`src/rtl/matrix_key_scan.sv`:
```
// matrix_key_scan: 4x4 keypad scanner. Debounces presses and releases and
// emits one {row,col} key code per press with a single-cycle strobe.
module matrix_key_scan #(
  parameter int unsigned SCAN_DIV       = 24999,
  parameter int unsigned DEBOUNCE_TICKS = 20
) (
  input  logic       CLK,
  input  logic       RST,
  input  logic [3:0] COL,
  output logic [3:0] ROW,
  output logic [3:0] KEY_Value,
  output logic       Value_en
);

  localparam int unsigned DIV_W = (SCAN_DIV > 0) ? $clog2(SCAN_DIV + 1) : 1;
  localparam int unsigned CNT_W = (DEBOUNCE_TICKS > 1) ? $clog2(DEBOUNCE_TICKS) : 1;
  localparam logic [DIV_W-1:0] DIV_LAST = DIV_W'(SCAN_DIV);
  localparam logic [CNT_W-1:0] CNT_LAST = CNT_W'(DEBOUNCE_TICKS - 1);

  typedef enum logic [1:0] {
    S_IDLE     = 2'd0,
    S_DEBOUNCE = 2'd1,
    S_SCAN     = 2'd2,
    S_HOLD     = 2'd3
  } state_t;

  logic [3:0]       r_col_meta;
  logic [3:0]       r_col_s;
  logic [DIV_W-1:0] r_div_cnt;
  state_t           r_state;
  logic [CNT_W-1:0] r_deb_cnt;
  logic [CNT_W-1:0] r_rel_cnt;
  logic [1:0]       r_row_idx;
  logic [3:0]       r_row;
  logic [3:0]       r_key;
  logic             r_en;

  logic             w_tick;
  logic             w_any_low;
  logic [1:0]       w_col_idx;
  state_t           w_state_nxt;
  logic [CNT_W-1:0] w_deb_nxt;
  logic [CNT_W-1:0] w_rel_nxt;
  logic [1:0]       w_row_idx_nxt;
  logic [3:0]       w_key_nxt;
  logic             w_en_nxt;
  logic [3:0]       w_row_nxt;

  assign ROW       = r_row;
  assign KEY_Value = r_key;
  assign Value_en  = r_en;

  assign w_tick    = (r_div_cnt == DIV_LAST);
  assign w_any_low = (r_col_s != 4'b1111);

  // Column synchronizer; idles at all-high (no key)
  always_ff @(posedge CLK or posedge RST) begin
    if (RST) begin
      r_col_meta <= 4'b1111;
      r_col_s    <= 4'b1111;
    end else begin
      r_col_meta <= COL;
      r_col_s    <= r_col_meta;
    end
  end

  // Free-running scan-tick divider
  always_ff @(posedge CLK or posedge RST) begin
    if (RST) begin
      r_div_cnt <= '0;
    end else if (w_tick) begin
      r_div_cnt <= '0;
    end else begin
      r_div_cnt <= r_div_cnt + DIV_W'(1);
    end
  end

  // Lowest-index low column wins
  always_comb begin
    w_col_idx = 2'd0;
    for (int i = 3; i >= 0; i--) begin
      if (!r_col_s[i]) w_col_idx = 2'(i);
    end
  end

  always_comb begin
    w_state_nxt   = r_state;
    w_deb_nxt     = r_deb_cnt;
    w_rel_nxt     = r_rel_cnt;
    w_row_idx_nxt = r_row_idx;
    w_key_nxt     = r_key;
    w_en_nxt      = 1'b0;
    w_row_nxt     = 4'b0000;

    if (w_tick) begin
      case (r_state)
        S_IDLE: begin
          if (w_any_low) begin
            w_state_nxt = S_DEBOUNCE;
            w_deb_nxt   = '0;
          end
        end
        S_DEBOUNCE: begin
          if (!w_any_low) begin
            w_state_nxt = S_IDLE;
          end else if (r_deb_cnt == CNT_LAST) begin
            w_state_nxt   = S_SCAN;
            w_row_idx_nxt = 2'd0;
          end else begin
            w_deb_nxt = r_deb_cnt + CNT_W'(1);
          end
        end
        S_SCAN: begin
          if (w_any_low) begin
            w_key_nxt   = {r_row_idx, w_col_idx};
            w_en_nxt    = 1'b1;
            w_rel_nxt   = '0;
            w_state_nxt = S_HOLD;
          end else if (r_row_idx == 2'd3) begin
            w_state_nxt = S_IDLE;
          end else begin
            w_row_idx_nxt = r_row_idx + 2'd1;
          end
        end
        S_HOLD: begin
          // Any low column restarts the release debounce
          if (w_any_low) begin
            w_rel_nxt = '0;
          end else if (r_rel_cnt == CNT_LAST) begin
            w_state_nxt = S_IDLE;
          end else begin
            w_rel_nxt = r_rel_cnt + CNT_W'(1);
          end
        end
        default: w_state_nxt = S_IDLE;
      endcase
    end

    if (w_state_nxt == S_SCAN) begin
      w_row_nxt = ~(4'b0001 << w_row_idx_nxt);
    end
  end

  always_ff @(posedge CLK or posedge RST) begin
    if (RST) begin
      r_state   <= S_IDLE;
      r_deb_cnt <= '0;
      r_rel_cnt <= '0;
      r_row_idx <= 2'd0;
      r_row     <= 4'b0000;
      r_key     <= 4'h0;
      r_en      <= 1'b0;
    end else begin
      r_state   <= w_state_nxt;
      r_deb_cnt <= w_deb_nxt;
      r_rel_cnt <= w_rel_nxt;
      r_row_idx <= w_row_idx_nxt;
      r_row     <= w_row_nxt;
      r_key     <= w_key_nxt;
      r_en      <= w_en_nxt;
    end
  end

endmodule

```
`config.mk`:
```
export PLATFORM = sky130hd
export DESIGN_NAME = matrix_key_scan
export DESIGN_NICKNAME = d
export VERILOG_FILES = /design/src/rtl/matrix_key_scan.sv
export SDC_FILE = /design/constraint.sdc
export NUM_CORES = 1
export LEC_CHECK = 0
export ABC_AREA = 1
export BUFFER_PORTS_ARGS = -buffer_cell sky130_fd_sc_hd__buf_2
export CELL_PAD_IN_SITES_DETAIL_PLACEMENT = 0
export CELL_PAD_IN_SITES_GLOBAL_PLACEMENT = 1
export CORE_AREA = 2 2 77 79
export CTS_CLUSTER_SIZE = 10
export DETAILED_ROUTE_END_ITERATION = 8
export DIE_AREA = 0 0 79 81
export PLACE_DENSITY_LB_ADDON = 0.25
export SETUP_SLACK_MARGIN = 0.02
export SYNTH_ARGS = -nofsm -noshare
export SYNTH_HDL_FRONTEND = slang
export SYNTH_SLANG_ARGS = --single-unit
```
`constraint.sdc`:
```
create_clock -name CLK -period 2.3 [get_ports CLK]
set_input_delay 0.69 -clock CLK [delete_from_list [all_inputs] [get_ports CLK]]
set_output_delay 0.69 -clock CLK [all_outputs]
set_load 0.02 [all_outputs]
```
==> flow_metrics.env, run 1 <==
export IMPL_gp_congestion=0.890
export IMPL_drive_above_1_share_pct=21.7
export IMPL_p_leak_nw=1.30
export IMPL_use_met1_pct=20.4
export IMPL_hold_buffers=0
export IMPL_overflow=0
export IMPL_use_met2_pct=27.8
export IMPL_hold_viol=0
export IMPL_power_frac_comb_pct=2.2
export IMPL_report_final_slew_viol_count=0
export IMPL_drv_cap=0
export IMPL_synth_cell_types=32
export IMPL_nNetsFinal=322
export IMPL_place_hpwl_mm=3.53
export IMPL_vias_per_cell=4.77
export IMPL_post_cts_buffers=0
export IMPL_synth_seq_cells=46
export IMPL_worst_pin_slew_ns=0.473
export IMPL_final_util_pct=47.0
export IMPL_finalSetupViolations=0
export IMPL_root_buffer="clkbuf_8"
export IMPL_fin_setup_tns_ns=0
export IMPL_rsz0062_at_grt="no"
export IMPL_slew_headroom_pct=68.4
export IMPL_async_flop_share_pct=100
export IMPL_pre_cts_slack_ns=0.465
export IMPL_cp_data_arrival_time_ns=1.99
export IMPL_track_usage_pct=16.2
export IMPL_critical_path_class="reg2reg"
export IMPL_grt_pass1_wl_mm=8.07
export IMPL_grt_pass1_vias=1786
export IMPL_start_util_pct=42.4
export IMPL_status="finished, final reports clean"
export IMPL_fmax_mhz=554
export IMPL_die_y_microns=81
export IMPL_peakVddDrop_v=0.000262
export IMPL_cts_sinks=46
export IMPL_die_w_microns=79
export IMPL_synth_area_per_cell_sq_um=8.38
export IMPL_antenna_found_initial=0
export IMPL_path_clk_slew_ns=0.09
export IMPL_ctsResizeCount=0
export IMPL_switching_power_uw=300
export IMPL_cts_tree="yes"
export IMPL_n_antenna_cell=0
export IMPL_io_buffers=14
export IMPL_power_frac_seq_pct=61.3
export IMPL_antenna_left=0
export IMPL_cts_buffers=5
export IMPL_n_fill_cell=600
export IMPL_core_area_sq_mm=0.00568
export IMPL_wl_per_cell_microns=11.9
export IMPL_crit_path_end_kind="register"
export IMPL_grtUsageMet3_pct=4.00
export IMPL_synth_main_ff_cell="dfrtp_1"
export IMPL_synth_edf_count=0
export IMPL_synth_warnings=0
export IMPL_h_tree_depth=2
export IMPL_worstSetupStartpointType="register"
export IMPL_via_count=1831
export IMPL_die_area_sq_mm=0.00640
export IMPL_p_clk_share_pct=36.5
export IMPL_area_growth_pct=10.9
export IMPL_grt_busiest_layer="met2"
export IMPL_boundaryPins=15
export IMPL_clock_latency_ns=0.29
export IMPL_drcViolationCount=0
export IMPL_intPower_mw=1.04
export IMPL_hold_class="reg2reg"
export IMPL_syn_area_sq_mm=0.00240
export IMPL_drt_pass1_iterations=4
export IMPL_fin_crit_sh_pct=78.5
export IMPL_drt_wl_total_mm=4.59
export IMPL_final_setup_worst_slack_ns=0.494
export IMPL_skew_ns=0.00776
export IMPL_seq_area_frac_synth_pct=48.3
export IMPL_netlist_instances=287
export IMPL_powerDensity_mw_per_mm2=503
export IMPL_synth_nets=301
export IMPL_drtIter0Drc=86
export IMPL_cp_required_ns=2.49
export IMPL_cts_path_max_buffers=2
export IMPL_num_rows=28
export IMPL_period_needed_ns=1.81
export IMPL_crit_fanout=9
export IMPL_grt_max_degree=25
export IMPL_p_sw_share_pct=22.4
[metal layers]
layer / up-vias / wire length, microns / share of wire [%]
met3: 4 / 108 / 2.4
met1: 852 / 2160 / 47
met2: 19 / 2270 / 49
met4: 0 / 48 / 1.0
li1: 956 / - / -
met5: - / 0 / 0
[cell families (layout without fill, tap and decap cells)]
group / Yosys count / in the layout / synth area share (%)
AO/OA/AOI/OAI: 32 / 32 / 6.92
XOR/XNOR: 5 / 5 / 1.82
adder cells (fa/ha/maj): 8 / 8 / 4.16
buffers and inverters: 44 / 66 / 7.60
flip-flops: 46 / 46 / 48.3
multiplexers: 1 / 1 / 0.416
AND/OR/NAND/NOR: 151 / 151 / 30.8
[final timing paths]
| kind | cells past startpoint | slack, ns | startpoint | end |
|---|---|---|---|---|
| setup / recovery | 9 | 0.49 | r_state[0] | r_rel_cnt[3] |
| hold / removal | 0 | 0.36 | r_col_meta[3] | r_col_s[3] |
| setup reg to reg | 9 | 0.49 | r_state[0] | r_rel_cnt[3] |
| hold reg to reg | 0 | 0.36 | r_col_meta[3] | r_col_s[3] |
| max in group asynchronous | 3 | 1.41 | RST | r_deb_cnt[0] |
| min in group asynchronous | 2 | 0.40 | RST | r_rel_cnt[1] |
[cell usage after synthesis (6+ instances only)]
cell type / n / area (sq um)
a21oi_1: 11 / 55.1
dfrtp_1: 38 / 951
dfstp_2: 8 / 210
ha_1: 8 / 100
inv_1: 31 / 116
inv_2: 8 / 30.0
nand2_1: 49 / 184
nand2_2: 7 / 43.8
nand3_1: 23 / 115
nand4_1: 7 / 43.8
nor2_1: 39 / 146
nor2_2: 6 / 37.5
nor2_4: 6 / 67.6
nor3_1: 6 / 30.0
o21ai_0: 16 / 80.1
[sequential cells by signal, summed over array words and instances, names as in the netlist]
name	cells
KEY_Value	4
r_state	2
ROW	4
r_col_s	4
r_col_meta	4
r_row_idx	2
Value_en	1
r_deb_cnt	5
r_rel_cnt	5
r_div_cnt	15
[per-stage QoR]
step | total power, mW | instances | cell area (sq um) | hold slack [ns]
3_3_place_gp | 0.869 | 376 | 2580 | 0.346
5_1_grt | 1.41 | 384 | 2670 | 0.365
6_report | 1.34 | 384 | 2670 | 0.359
4_1_cts | 1.37 | 384 | 2670 | 0.361
2_1_floorplan | 0.855 | 287 | 2400 | 0.345
3_5_place_dp | 0.871 | 376 | 2580 | 0.347
[cell usage in the layout (no fill, tap or decap), types with 2 or more instances in the layout]
cell,count
nor3_1,6
buf_2,14
nor4_1,2
dfrtp_1,38
nor2_1,39
o21ai_0,16
nand2_2,7
o21ai_1,2
nor2_4,6
clkbuf_8,5
xor2_1,4
dfstp_2,8
buf_4,2
nand3_1,23
clkinv_2,3
inv_1,30
ha_1,8
nor2_2,6
a21oi_1,11
nand2_1,49
inv_2,9
nand4_1,7
[power groups by stage]
stage | sequential [mW] | combinational [mW] | clock (mW)
after floorplan | 0.838 | 0.0168 | 0
after global placement | 0.839 | 0.0309 | 0
after detailed placement | 0.839 | 0.0318 | 0
after CTS | 0.824 | 0.0316 | 0.517
after global routing | 0.825 | 0.0342 | 0.552
final | 0.823 | 0.0295 | 0.490
[worst max-delay path: stages, from the launching register on]
cell     delay (ns)
dfrtp_1        0.41
inv_1          0.13
ha_1           0.22
inv_2          0.06
nor2_2         0.18
inv_2          0.07
o21ai_1        0.16
nand3_4        0.18
nor3_1         0.21
nor3b_2        0.07
[area by class of cell]
| cell class | count | area, sq um | area share, % |
|---|---|---|---|
| Timing Repair Buffer | 17 | 105 | 3.94 |
| Clock buffer | 5 | 68.8 | 2.58 |
| Inverter | 41 | 156 | 5.86 |
| Sequential cell | 46 | 1160 | 43.5 |
| Clock inverter | 3 | 21.3 | 0.797 |
| Tap cell | 75 | 93.8 | 3.52 |
| Multi-Input combinational cell | 197 | 1060 | 39.8 |
(Power assumes the default switching activity.)
==> run 2, diff against run 1 <==
- clock period: 2.3 -> 1.7 ns (I/O delays scaled with it)
==> flow_metrics.env, run 2 (synthesis results as in run 1) <==
export IMPL_cp_required_ns=1.89
export IMPL_powerDensity_mw_per_mm2=675
export IMPL_drv_cap=0
export IMPL_cts_buffers=5
export IMPL_finalSetupViolations=0
export IMPL_path_clk_slew_ns=0.09
export IMPL_n_fill_cell=562
export IMPL_largest_register_ffs=15
export IMPL_overflow=0
export IMPL_drcViolationCount=0
export IMPL_clock_latency_ns=0.30
export IMPL_die_area_sq_mm=0.00640
export IMPL_largest_register="r_div_cnt"
export IMPL_hold_viol=0
export IMPL_final_common_cell="nand2_1"
export IMPL_slew_headroom_pct=82.1
export IMPL_track_usage_pct=16.4
export IMPL_grt_max_degree=23
export IMPL_num_rows=28
export IMPL_seq_area_sq_mm=0.00116
export IMPL_report_final_slew_viol_count=0
export IMPL_wl_per_cell_microns=11.7
export IMPL_vias_per_cell=4.78
export IMPL_fin_crit_sh_pct=96.3
export IMPL_crit_fanout=8
export IMPL_final_util_pct=55.8
export IMPL_crit_path_end_kind="register"
export IMPL_skew_ns=0.00993
export IMPL_worstSetupStartpointType="register"
export IMPL_antenna_found_initial=0
export IMPL_placed_area_sq_mm=0.00277
export IMPL_cp_data_arrival_time_ns=1.83
export IMPL_p_leak_nw=1.54
export IMPL_drive_above_1_share_pct=40.1
export IMPL_final_cell_area_sq_mm=0.00316
export IMPL_antenna_left=0
export IMPL_area_growth_pct=31.6
export IMPL_gp_congestion=0.833
export IMPL_hold_class="in2async"
export IMPL_rsz0062_at_grt="yes"
export IMPL_via_count=2017
export IMPL_fmax_mhz=611
export IMPL_cts_tree="yes"
export IMPL_cts_sinks=46
export IMPL_die_w_microns=79
export IMPL_die_y_microns=81
export IMPL_cts_path_max_buffers=2
export IMPL_start_util_pct=42.4
export IMPL_hold_buffers=0
export IMPL_period_needed_ns=1.64
export IMPL_reg_largest_list="r_div_cnt: 15 flops, r_deb_cnt: 5 flops, r_rel_cnt: 5 flops"
export IMPL_final_cell_mix="nand2_1 (42), dfrtp_1 (37), nor2_1 (35), buf_4 (35), inv_1 (28)"
export IMPL_n_antenna_cell=0
export IMPL_root_buffer="clkbuf_8"
export IMPL_nNetsFinal=360
export IMPL_worst_pin_slew_ns=0.266
export IMPL_grt_pass1_vias=1877
export IMPL_drtIter0Drc=89
export IMPL_multiInputGateArea_sq_mm=0.00120
export IMPL_place_hpwl_mm=3.59
export IMPL_grt_pass1_wl_mm=8.29
export IMPL_boundaryPins=15
export IMPL_io_buffers=14
export IMPL_drt_pass1_iterations=4
export IMPL_whs_ns=0.127
export IMPL_drt_wl_total_mm=4.92
export IMPL_status="finished, final reports clean"
export IMPL_critical_path_class="reg2reg"
export IMPL_core_area_sq_mm=0.00568
export IMPL_peakVddDrop_v=0.000402
export IMPL_h_tree_depth=2
[run 2: changes by cell type in the layout (fill, tap and decap cells not counted), moves of 3 or more]
cell	previous run	this run
buf_4	2	35
nand2_1	49	42
buf_6	0	5
nand2_2	7	12
nand3_1	23	18
nand3_2	0	5
o21ai_0	16	11
nor2_1	39	35
a21oi_1	11	8
a21oi_2	0	3
nor3_1	6	3
o21ai_2	0	3
[run 2: repair_timing]
action | CTS | global route
resized for setup | 3 | 48
pin swaps | 1 | 15
setup endpoints to repair | 6 | 22
setup buffers | 2 | 11
[run 2: final timing paths]
check | startpoint | endpoint | slack (ns) | cells after the start
setup / recovery | r_div_cnt[1] | r_rel_cnt[4] | 0.06 | 10
hold / removal | RST | KEY_Value[1] | 0.13 | 2
setup reg to reg | r_div_cnt[1] | r_rel_cnt[4] | 0.06 | 10
hold reg to reg | r_col_meta[3] | r_col_s[3] | 0.36 | 0
max in group asynchronous | RST | KEY_Value[2] | 1.11 | 3
min in group CLK | COL[3] | r_col_meta[3] | 0.30 | 1
[run 2: per-layer routing]
layer  share of wire, %  vias up  track usage (%)
met5                  0        -                0
met4                1.2        0             4.14
met2                 49       18             27.6
li1                   -     1040                -
met3                2.4        6             3.33
met1                 48      953             21.7
[run 2: where the power goes]
part / internal [mW] / total [mW] / switching, mW
sequential: 1.11 / 1.12 / 0.00476
combinational: 0.0165 / 0.0473 / 0.0308
clock: 0.589 / 0.972 / 0.383
[run 2: final cells by class]
class	instances	area share (%)
Inverter	41	5.02
Clock buffer	5	2.17
Sequential cell	46	36.7
Multi-Input combinational cell	197	38.0
Tap cell	75	2.97
Clock inverter	3	2.17
Timing Repair Buffer	55	12.9
[run 2: worst max-delay path, cell delays in order (launching register included)]
cell and delay [ns]:
dfrtp_1 0.37, ha_2 0.19, nand2_2 0.06, clkinv_2 0.07, nand2_2 0.06, nor2_4 0.11, and2_4 0.21, nand3_4 0.15
nor2_4 0.14, xnor2_2 0.11, nor2_1 0.05
[run 2: per-stage QoR]
| step | TNS [ns] | power [mW] | std cells | setup WS [ns] |
|---|---|---|---|---|
| finish | 0 | 2.13 | 422 | 0.0621 |
| global route | -0.637 | 2.21 | 422 | -0.0844 |
| CTS | 0 | 2.16 | 411 | 0.0229 |
| detailed placement | -0.100 | 1.18 | 401 | -0.0273 |
| global placement | -0.0915 | 1.18 | 401 | -0.0233 |
| floorplan | 0 | 1.16 | 287 | 0.0224 |
==> run 3, diff against run 2 <==
- REMOVE_ABC_BUFFERS: unset -> 1
- clock period: 1.7 -> 1.6 ns (I/O delays scaled with it)
==> flow_metrics.env, run 3 (synthesis results as in run 1) <==
export IMPL_cts_tree="yes"
export IMPL_total_power_mw=2.10
export IMPL_skew_ns=0.00889
export IMPL_crit_path_max_incr_delay_ns=0.37
export IMPL_drcViolationCount=0
export IMPL_hold_class="in2async"
export IMPL_drt_wl_total_mm=5.21
export IMPL_finalSetupViolations=11
export IMPL_wl_per_cell_microns=11.9
export IMPL_area_growth_pct=39.2
export IMPL_pre_cts_slack_ns=-0.102
export IMPL_gp_congestion=0.862
export IMPL_overflow=0
export IMPL_grt_pass1_wl_mm=8.58
export IMPL_die_y_microns=81
export IMPL_cp_top_family="simple AND/OR/NAND/NOR gates"
export IMPL_critPathBufInv=5
export IMPL_fin_crit_sh_pct=102
export IMPL_largest_register="r_div_cnt"
export IMPL_critical_path_class="reg2reg"
export IMPL_rsz0062_at_grt="yes"
export IMPL_largest_register_ffs=15
export IMPL_vias_per_cell=4.71
export IMPL_slowest_stage="dfrtp_1"
export IMPL_worstSetupStartpointType="register"
export IMPL_die_area_sq_mm=0.00640
export IMPL_n_antenna_cell=0
export IMPL_grt_max_degree=25
export IMPL_root_buffer="clkbuf_8"
export IMPL_die_w_microns=79
export IMPL_drt_pass1_iterations=4
export IMPL_peakVddDrop_v=0.000417
export IMPL_report_final_slew_viol_count=0
export IMPL_antenna_left=0
export IMPL_status="finished, violations left"
export IMPL_cts_sinks=46
export IMPL_io_buffers=14
export IMPL_final_setup_worst_slack_ns=-0.0350
export IMPL_h_tree_depth=2
export IMPL_cts_buffers=5
export IMPL_period_needed_ns=1.63
export IMPL_hold_buffers=0
export IMPL_crit_fanout=4
export IMPL_grt_pass1_vias=1997
export IMPL_nNetsFinal=377
export IMPL_slew_headroom_pct=80.9
export IMPL_core_area_sq_mm=0.00568
export IMPL_boundaryPins=15
export IMPL_p_leak_nw=1.63
export IMPL_cp_required_ns=1.77
export IMPL_final_cell_mix="buf_4 (46), nand2_1 (39), dfrtp_1 (36), nor2_1 (33), inv_1 (26)"
export IMPL_cp_data_arrival_time_ns=1.81
export IMPL_final_util_pct=59.0
export IMPL_path_clk_slew_ns=0.09
export IMPL_worst_pin_slew_ns=0.285
export IMPL_track_usage_pct=17.0
export IMPL_antenna_found_initial=0
export IMPL_via_count=2066
export IMPL_crit_path_end_kind="register"
export IMPL_start_util_pct=42.4
export IMPL_place_hpwl_mm=3.77
export IMPL_final_common_cell="buf_4"
export IMPL_hold_viol=0
export IMPL_drv_cap=0
export IMPL_crit_chain="ha_2 > nand2_2 > inv_4 > nand3_2 > nor2_4 > buf_6 > buf_6 > inv_2 > nor2_4 > inv_2 > nand2_1 > o21ai_0"
export IMPL_num_rows=28
export IMPL_reg_largest_list="r_div_cnt: 15 flops, r_deb_cnt: 5 flops, r_rel_cnt: 5 flops"
export IMPL_violations="negative setup slack"
export IMPL_powerDensity_mw_per_mm2=627
export IMPL_drtIter0Drc=64
export IMPL_clock_latency_ns=0.30
export IMPL_drive_above_1_share_pct=45.9
export IMPL_cts_path_max_buffers=2
export IMPL_fmax_mhz=612
==> run 3: per-layer routing <==
layer / vias to the layer above / global-route usage, % / wire length [microns]
li1: 1073 / - / -
met2: 18 / 29.9 / 2590
met1: 966 / 21.5 / 2430
met5: - / 0 / 0
met4: 0 / 4.83 / 107
met3: 9 / 2.89 / 89
==> run 3: area by class of cell <==
class	count	area, sq um
fill	523	2330
sequential	46	1160
clock inverter	3	40.0
multi-input combinational	198	1270
tap	75	93.8
clock buffer	5	68.8
timing repair buffer	71	548
inverter	41	160
==> run 3: through the flow <==
stage / hold slack, ns / std cells / TNS [ns] / area [sq um]
CTS: 0.102 / 433 / -0.0243 / 3130
detailed placement: 0.347 / 419 / -0.773 / 2900
finish: 0.104 / 439 / -0.170 / 3350
global route: 0.105 / 439 / -2.56 / 3350
floorplan: 0.345 / 284 / -2.42 / 2380
global placement: 0.346 / 419 / -0.369 / 2900
==> run 3: report_power, final <==
part           internal (mW)  leakage [nW]  total [mW]  switching [mW]
registers               1.18         0.597        1.18         0.00467
logic                 0.0185         0.972      0.0519          0.0335
clock network          0.460        0.0579       0.862           0.402
==> run 3: what timing repair did <==
item / in CTS / in global routing
cloned: 1 / 0
hold endpoints to repair: 0 / 0
setup buffers: 5 / 6
setup endpoints to repair: 18 / 28
pin swaps: 8 / 19
gates resized for setup: 26 / 49
==> run 3: final timing paths <==
kind                                     from       endpoint  slack (ns)  cells after the start
worst max register to register   r_div_cnt[0]   KEY_Value[3]       -0.03                     12
worst max-delay path             r_div_cnt[0]   KEY_Value[3]       -0.03                     12
worst min-delay path                      RST       Value_en        0.10                      2
min in group CLK                       COL[1]  r_col_meta[1]        0.27                      1
worst min register to register  r_col_meta[0]     r_col_s[0]        0.36                      0
max in group asynchronous                 RST   r_div_cnt[3]        1.00                      3
